$ cat config.mk
export PLATFORM = sky130hd
export DESIGN_NAME = rr_bus_arbiter
export DESIGN_NICKNAME = d
export VERILOG_FILES = /design/src/rtl/rr_bus_arbiter.sv
export SDC_FILE = /design/constraint.sdc
export NUM_CORES = 1
export LEC_CHECK = 0
export ABC_AREA = 1
export ABC_CLOCK_PERIOD_IN_PS = 2200
export CORE_MARGIN = 2
export CORE_UTILIZATION = 33
export DETAILED_ROUTE_END_ITERATION = 8
export HOLD_SLACK_MARGIN = 0.12
export PLACE_DENSITY = 0.83
export SKIP_LAST_GASP = 1
export SYNTH_ARGS = -nofsm -noshare
export SYNTH_HDL_FRONTEND = slang
export SYNTH_SLANG_ARGS = --single-unit
$ cat constraint.sdc
create_clock -name clock -period 2.2 [get_ports clock]
set_clock_uncertainty 0.1 [all_clocks]
set_input_delay 0.44 -clock clock [delete_from_list [all_inputs] [get_ports clock]]
set_output_delay 0.44 -clock clock [all_outputs]
set_load 0.005 [all_outputs]
$ cat src/rtl/rr_bus_arbiter.sv
// rtl/rr_bus_arbiter.sv - 8-way round-robin bus arbiter with shared data mux
// Optional burst lock with a 16-transfer hold limit: define ARB_LOCK_EN.
module rr_bus_arbiter #(
    parameter int WIDTH = 16
) (
    input  logic               clock,
    input  logic               reset,
    input  logic [7:0]         req,
    input  logic [8*WIDTH-1:0] data,
    input  logic [7:0]         lock,
    input  logic               out_ready,
    output logic [7:0]         grant,
    output logic [2:0]         sel,
    output logic [WIDTH-1:0]   out_data,
    output logic               out_valid
);

    typedef enum logic {IDLE, BUSY} state_t;

    state_t     state;
    logic [2:0] ptr;
    logic [2:0] base;
    logic [2:0] pick;
    logic       transfer;
    logic       hold;

    // During a transfer the scan starts at sel+1, which is also the new ptr.
    always_comb begin
        base = (state == BUSY) ? sel + 3'd1 : ptr;
        pick = base;
        for (int k = 7; k >= 0; k--) begin
            if (req[base + k[2:0]]) begin
                pick = base + k[2:0];
            end
        end
    end

    assign transfer = (state == BUSY) && out_ready;

`ifdef ARB_LOCK_EN
    logic [3:0] hold_cnt;

    assign hold = transfer && lock[sel] && req[sel] && (hold_cnt != 4'hF);
`else
    logic unused_lock;

    assign unused_lock = ^lock;
    assign hold        = 1'b0;
`endif

    always_ff @(posedge clock) begin
        if (reset) begin
            state     <= IDLE;
            ptr       <= 3'd0;
            grant     <= 8'd0;
            sel       <= 3'd0;
            out_valid <= 1'b0;
`ifdef ARB_LOCK_EN
            hold_cnt  <= 4'd0;
`endif
        end else begin
            case (state)
                IDLE: begin
                    if (req != 8'd0) begin
                        sel       <= pick;
                        grant     <= 8'd1 << pick;
                        out_valid <= 1'b1;
                        state     <= BUSY;
                    end
                end
                BUSY: begin
                    if (transfer) begin
                        if (hold) begin
`ifdef ARB_LOCK_EN
                            hold_cnt <= hold_cnt + 4'd1;
`endif
                        end else begin
`ifdef ARB_LOCK_EN
                            hold_cnt <= 4'd0;
`endif
                            ptr <= sel + 3'd1;
                            if (req != 8'd0) begin
                                sel   <= pick;
                                grant <= 8'd1 << pick;
                            end else begin
                                grant     <= 8'd0;
                                out_valid <= 1'b0;
                                state     <= IDLE;
                            end
                        end
                    end
                end
                default: state <= IDLE;
            endcase
        end
    end

    assign out_data = out_valid ? data[sel*WIDTH +: WIDTH] : '0;

endmodule

==> results of run 1 <==
[cell usage after synthesis (all sizes together)]
cell type  instances  area share (%)
o211ai             2            0.78
or2                2            0.49
o22ai             16             3.9
nand3             23             4.7
a211oi             1            0.29
a31oi             18             4.4
a21oi             23             5.5
nand2            134              23
o21ai             85              16
inv               35             5.3
and2               2            0.53
o21a               1            0.29
o21bai             1            0.29
nor2             105              15
clkbuf            24             3.5
buf                4             1.6
dfxtp             16              12
nand4              2            0.49
ha                 2            0.97
[where the power goes]
group | switching, µW | leakage [µW] | internal (µW)
Clock | 110 | 0.0000288 | 159
Combinational | 2220 | 0.00233 | 2010
Sequential | 46.5 | 0.000133 | 354
[state kept, by name, summed over array words and instances, names as in the netlist]
register,cells
grant,8
ptr,3
sel,3
out_valid,1
state,1
[worst max-delay path, cell delays in order (launching register included)]
cell and delay [ps]:
dfxtp_4 360, buf_6 110, buf_6 120, buf_6 130, clkbuf_16 160, clkbuf_16 150, nor2_1 160, o21ai_0 130
a31oi_1 240, buf_2 170
[final cells by class]
cell class,count,area (µm²)
Timing Repair Buffer,252,2560
Multi-Input combinational cell,418,2500
Fill cell,529,1920
Sequential cell,16,329
Inverter,35,149
Tap cell,102,128
Clock buffer,4,55.1
[cell families after synthesis]
kind of cell / Yosys count / share of synthesized area [%]
AO/OA/AOI/OAI: 147 / 31.9
buffers and inverters: 63 / 10.4
AND/OR/NAND/NOR: 268 / 44.3
flip-flops: 16 / 12.4
adder cells (fa/ha/maj): 2 / 0.970
[placed cells by master (no fill, tap or decap), types with 10 or more instances in the layout]
master / count
clkdlybuf4s50_1: 150
nor2_1: 87
nand2_1: 83
buf_4: 55
nand2_2: 38
o21ai_1: 36
o21ai_0: 26
inv_1: 25
o21ai_2: 22
a31oi_1: 17
buf_2: 16
nand3_1: 15
nand2_4: 13
o22ai_2: 13
dfxtp_1: 13
a21oi_1: 12
nor2_4: 11
buf_6: 10
[path summary, 6_finish.rpt]
check	startpoint	slack, ps	end	cells past startpoint
setup / recovery	sel[1]$_SDFFE_PP0P_	-340	out_data[5]	9
setup reg to reg	sel[0]$_SDFFE_PP0P_	-330	grant[1]$_SDFFE_PP0P_	21
hold reg to reg	grant[0]$_SDFFE_PP0P_	370	grant[0]$_SDFFE_PP0P_	2
hold / removal	grant[0]$_SDFFE_PP0P_	370	grant[0]$_SDFFE_PP0P_	2
[metal layers]
| layer | up-vias | global-route usage [%] |
|---|---|---|
| li1 | 2123 | - |
| met1 | 2144 | 37.3 |
| met2 | 256 | 48.4 |
| met3 | 66 | 4.64 |
| met4 | 0 | 9.95 |
| met5 | - | 0 |
[repair_timing]
action	in CTS	in global routing
pin swaps	31	76
cloned	4	5
setup endpoints to repair	27	27
gates resized for setup	90	179
hold buffers	0	0
buffers inserted	10	16
[stage by stage]
step	total power (µW)	cell area, µm²	util, %	setup slack, ps
after global routing	5190	5730	74.9	-450
after global placement	3200	4770	62.4	-454
after floorplan	2060	2630	-	-106
after CTS	3850	5040	65.9	-239
final	4900	5730	74.9	-336
after detailed placement	3280	4770	62.4	-421
==> results.yml, run 1 <==
outcome:
  status: "finished, violations left"
  violations: "negative setup slack"
grt:
  grt_pass1_wl_um: 20100
  antenna_found_initial: 0
  grt_pass1_vias: 4156
  grtUsageTotal_pct: 28.8
  grt_max_degree: 20
  grt-ovfl-total: 0
critical_path:
  critPathMaxFanout: 6
  start_kind: "flip-flop"
  endpoint_kind: "primary output"
  cp_data_required_time_ps: 1660
  critical_path_class: "reg -> out"
  cp.arrival_ps: 2000
detailed_routing:
  drtPass1Iterations: 5
  finalWirelength_um: 15000
  viasPerCell: 5.55
  routedWlPerCell_um: 18.2
  wl_met2_um: 7300
  wl_met3_um: 1240
  vias: 4589
  highest_layer: "met4"
  drt_iter0_drc: 373
  ant_nets: 0
  wirelength_met1_um: 5790
  drc: 0
timing:
  fin_ws_ps: -336
  whs_ps: 368
  slew_violations: 0
  finalSetupViolCount: 27
  clock.fmax_mhz: 394
  min_period_ps: 2540
  max_slew_margin_pct: 59.5
  fin_crit_sh_pct: 115
  fin_setup_tns_ps: -5980
  tightest_slew_ps: 606
  rsz0062_at_grt: "yes"
  hold_viol: 0
yosys:
  synth_warnings: 0
  syn_avg_cell_area_um2: 5.20
  synth_nets: 645
  ys_seq_area_share_pct: 12.4
  netlist_instances: 496
  synth_area_um2: 2580
  ys_ff_latch: 16
  synth.distinct_cells: 32
floorplanning:
  initial_core_util_pct: 33.7
  die_h_um: 92.4
  dieArea_um2: 8540
  chipWidth_um: 92.4
  fp.coreArea_um2: 7650
  pin_count: 175
  rows: 32
placement:
  dp.cells: 788
  gp_congestion: 1.04
  dp_hpwl_um: 9380
  io_buffers: 166
clock_network:
  clkTransAtPathRegs_ps: 70
  cts_root_buf: "clkbuf_8"
  htreeDepth: 1
  clkSinkCount: 16
  cts_buffers: 3
  clk_path_buf_depth: 2
  clk_latency_ps: 260
  cts_tree: "yes"
power_and_ir_drop:
  p_leak_uw: 0.00249
  irDropWorstVdd_uv: 370
  p_per_area_nw_per_um2: 856
cells_and_area:
  final_cells: 827
  nNetsFinal: 875
  syn_to_final_growth_pct: 122
  drive_gt1_share_pct: 34.5
  antenna_cells: 0
flow_run:
  cap_violations: 0
hold_path:
  holdCritPathClass: "reg -> reg"
(Power assumes the default switching activity.)
==> inputs of run 2 (changes only) <==
MAX_ROUTING_LAYER = met4   (was not set)
==> results.yml, run 2 (same netlist as run 1, synthesis figures left out) <==
critical_path:
  critPathMaxFanout: 8
  start_kind: "flip-flop"
  cp_data_required_time_ps: 2290
  cp_top_family: "simple AND/OR/NAND/NOR gates"
  endpoint_kind: "flip-flop"
  worst_path_max_delay_cell: "dfxtp_4"
  worstSetupStartpoint: "sel[0]$_SDFFE_PP0P_"
  crit_top_cell: "nand2_2"
  r2r-start: "sel[0]$_SDFFE_PP0P_"
  cp.arrival_ps: 2620
  max_stage_delay_ps: 370
  crit_chain: "ha_4, nand2_4, nand2_8, ha_4, inv_4, nand2_2, nand2_2, nand2_2, buf_4, nand2_1, o21bai_1, nand2_1, nand2_1, nand2_2, a21oi_4, nand3_1, a21oi_2"
  critical_path_class: "reg -> reg"
  critPathBufInv: 2
timing:
  hold_viol: 0
  slew_violations: 0
  whs_ps: 366
  tightest_slew_ps: 531
  fin_crit_sh_pct: 115
  fin_ws_ps: -339
  finalSetupViolCount: 24
  max_slew_margin_pct: 64.5
  min_period_ps: 2540
  clock.fmax_mhz: 394
  rsz0062_at_grt: "yes"
detailed_routing:
  routedWlPerCell_um: 15.4
  finalWirelength_um: 12400
  ant_nets: 0
  viasPerCell: 5.18
  drtPass1Iterations: 5
  drc: 0
  drt_iter0_drc: 216
  vias: 4168
placement:
  dp_hpwl_um: 9470
  placed_area_um2: 4750
  gp_congestion: 1.05
  io_buffers: 166
floorplanning:
  pin_count: 175
  rows: 32
  initial_core_util_pct: 33.7
  chipWidth_um: 92.4
  die_h_um: 92.4
  fp.coreArea_um2: 7650
  dieArea_um2: 8540
grt:
  antenna_found_initial: 0
  grt-ovfl-total: 0
  grtUsageTotal_pct: 29.4
  grt_max_degree: 24
  grt_pass1_wl_um: 19800
  grt_pass1_vias: 4301
clock_network:
  clk_path_buf_depth: 2
  cts_tree: "yes"
  clkTransAtPathRegs_ps: 70
  clkSinkCount: 16
  clk_latency_ps: 260
  cts_buffers: 3
  cts_root_buf: "clkbuf_8"
  htreeDepth: 1
power_and_ir_drop:
  irDropWorstVdd_uv: 317
  total_power_uw: 4010
  p_per_area_nw_per_um2: 780
  p_leak_uw: 0.00224
outcome:
  status: "finished, violations left"
  violations: "negative setup slack"
hold_path:
  min_from: "grant[6]$_SDFFE_PP0P_"
  holdCritPathClass: "reg -> reg"
cells_and_area:
  syn_to_final_growth_pct: 99.1
  final_common_cell: "clkdlybuf4s50_1"
  drive_gt1_share_pct: 23.9
  antenna_cells: 0
  largest_reg_flops: 8
  top_register: "grant"
  finalInstanceArea_um2: 5130
  nNetsFinal: 852
  top_regs: "grant (8), ptr (3), sel (3)"
  seqCellArea_um2: 328
  layout_common_cells: "clkdlybuf4s50_1, nor2_1, nand2_1, o21ai_0, buf_4"
  multi_input_area_um2: 2220
  fillers: 675
flow_run:
  cap_violations: 0
==> run 2: cell type report <==
class	instances	share of cell area, %
clock buffers	4	0.877
inverters	35	2.85
multi-input cells	417	43.2
flip-flops and latches	16	6.38
well taps	102	2.49
repair buffers	230	44.2
==> run 2: through the flow <==
stage	util (%)	std cells	setup slack (ps)	TNS [ps]
4_1_cts	65.0	799	-236	-3430
3_5_place_dp	62.1	785	-400	-8260
5_1_grt	67.1	804	-468	-6940
3_3_place_gp	62.1	785	-418	-7540
6_report	67.1	804	-339	-3950
2_1_floorplan	-	496	-106	-696
==> run 2: path summary, 6_finish.rpt <==
kind | end | slack, ps | cells after the start
max | grant[3]$_SDFFE_PP0P_ | -340 | 17
min | grant[6]$_SDFFE_PP0P_ | 370 | 2
max reg2reg | grant[3]$_SDFFE_PP0P_ | -340 | 17
min reg2reg | grant[6]$_SDFFE_PP0P_ | 370 | 2
==> run 2: routing by layer <==
metal / vias up / track usage (%) / wire [µm]
met5: - / - / 0
met1: 1915 / 35.4 / 5240
met2: 162 / 48.7 / 5980
li1: 2061 / - / -
met4: 0 / 11.8 / 373
met3: 30 / 5.21 / 825
==> run 2: what timing repair did <==
action	in CTS	in global routing
resized for setup	95	44
hold buffers	0	0
setup endpoints to repair	27	27
pin swaps	30	40
endpoints found under the hold margin	0	0
buffers inserted	9	3
gates cloned	1	2
==> run 2: where the power goes <==
group / total [µW] / switching, µW / internal, µW / leakage [µW]
registers: 402 / 47.7 / 354 / 0.000133
clock network: 237 / 108 / 129 / 0.0000228
logic: 3370 / 1790 / 1580 / 0.00209
total: 4010 / 1940 / 2060 / 0.00224
==> run 2: tightest hold or removal path, cell delays in order (launching register included) <==
cell and delay [ps]:
dfxtp_1 300, nand2_1 70, a21oi_2 50
==> inputs of run 3 (changes only) <==
CTS_CLUSTER_DIAMETER = 50   (was not set)
==> results of run 3 <==
Same layout as run 2: the final DEF is identical, and so are final timing and power.
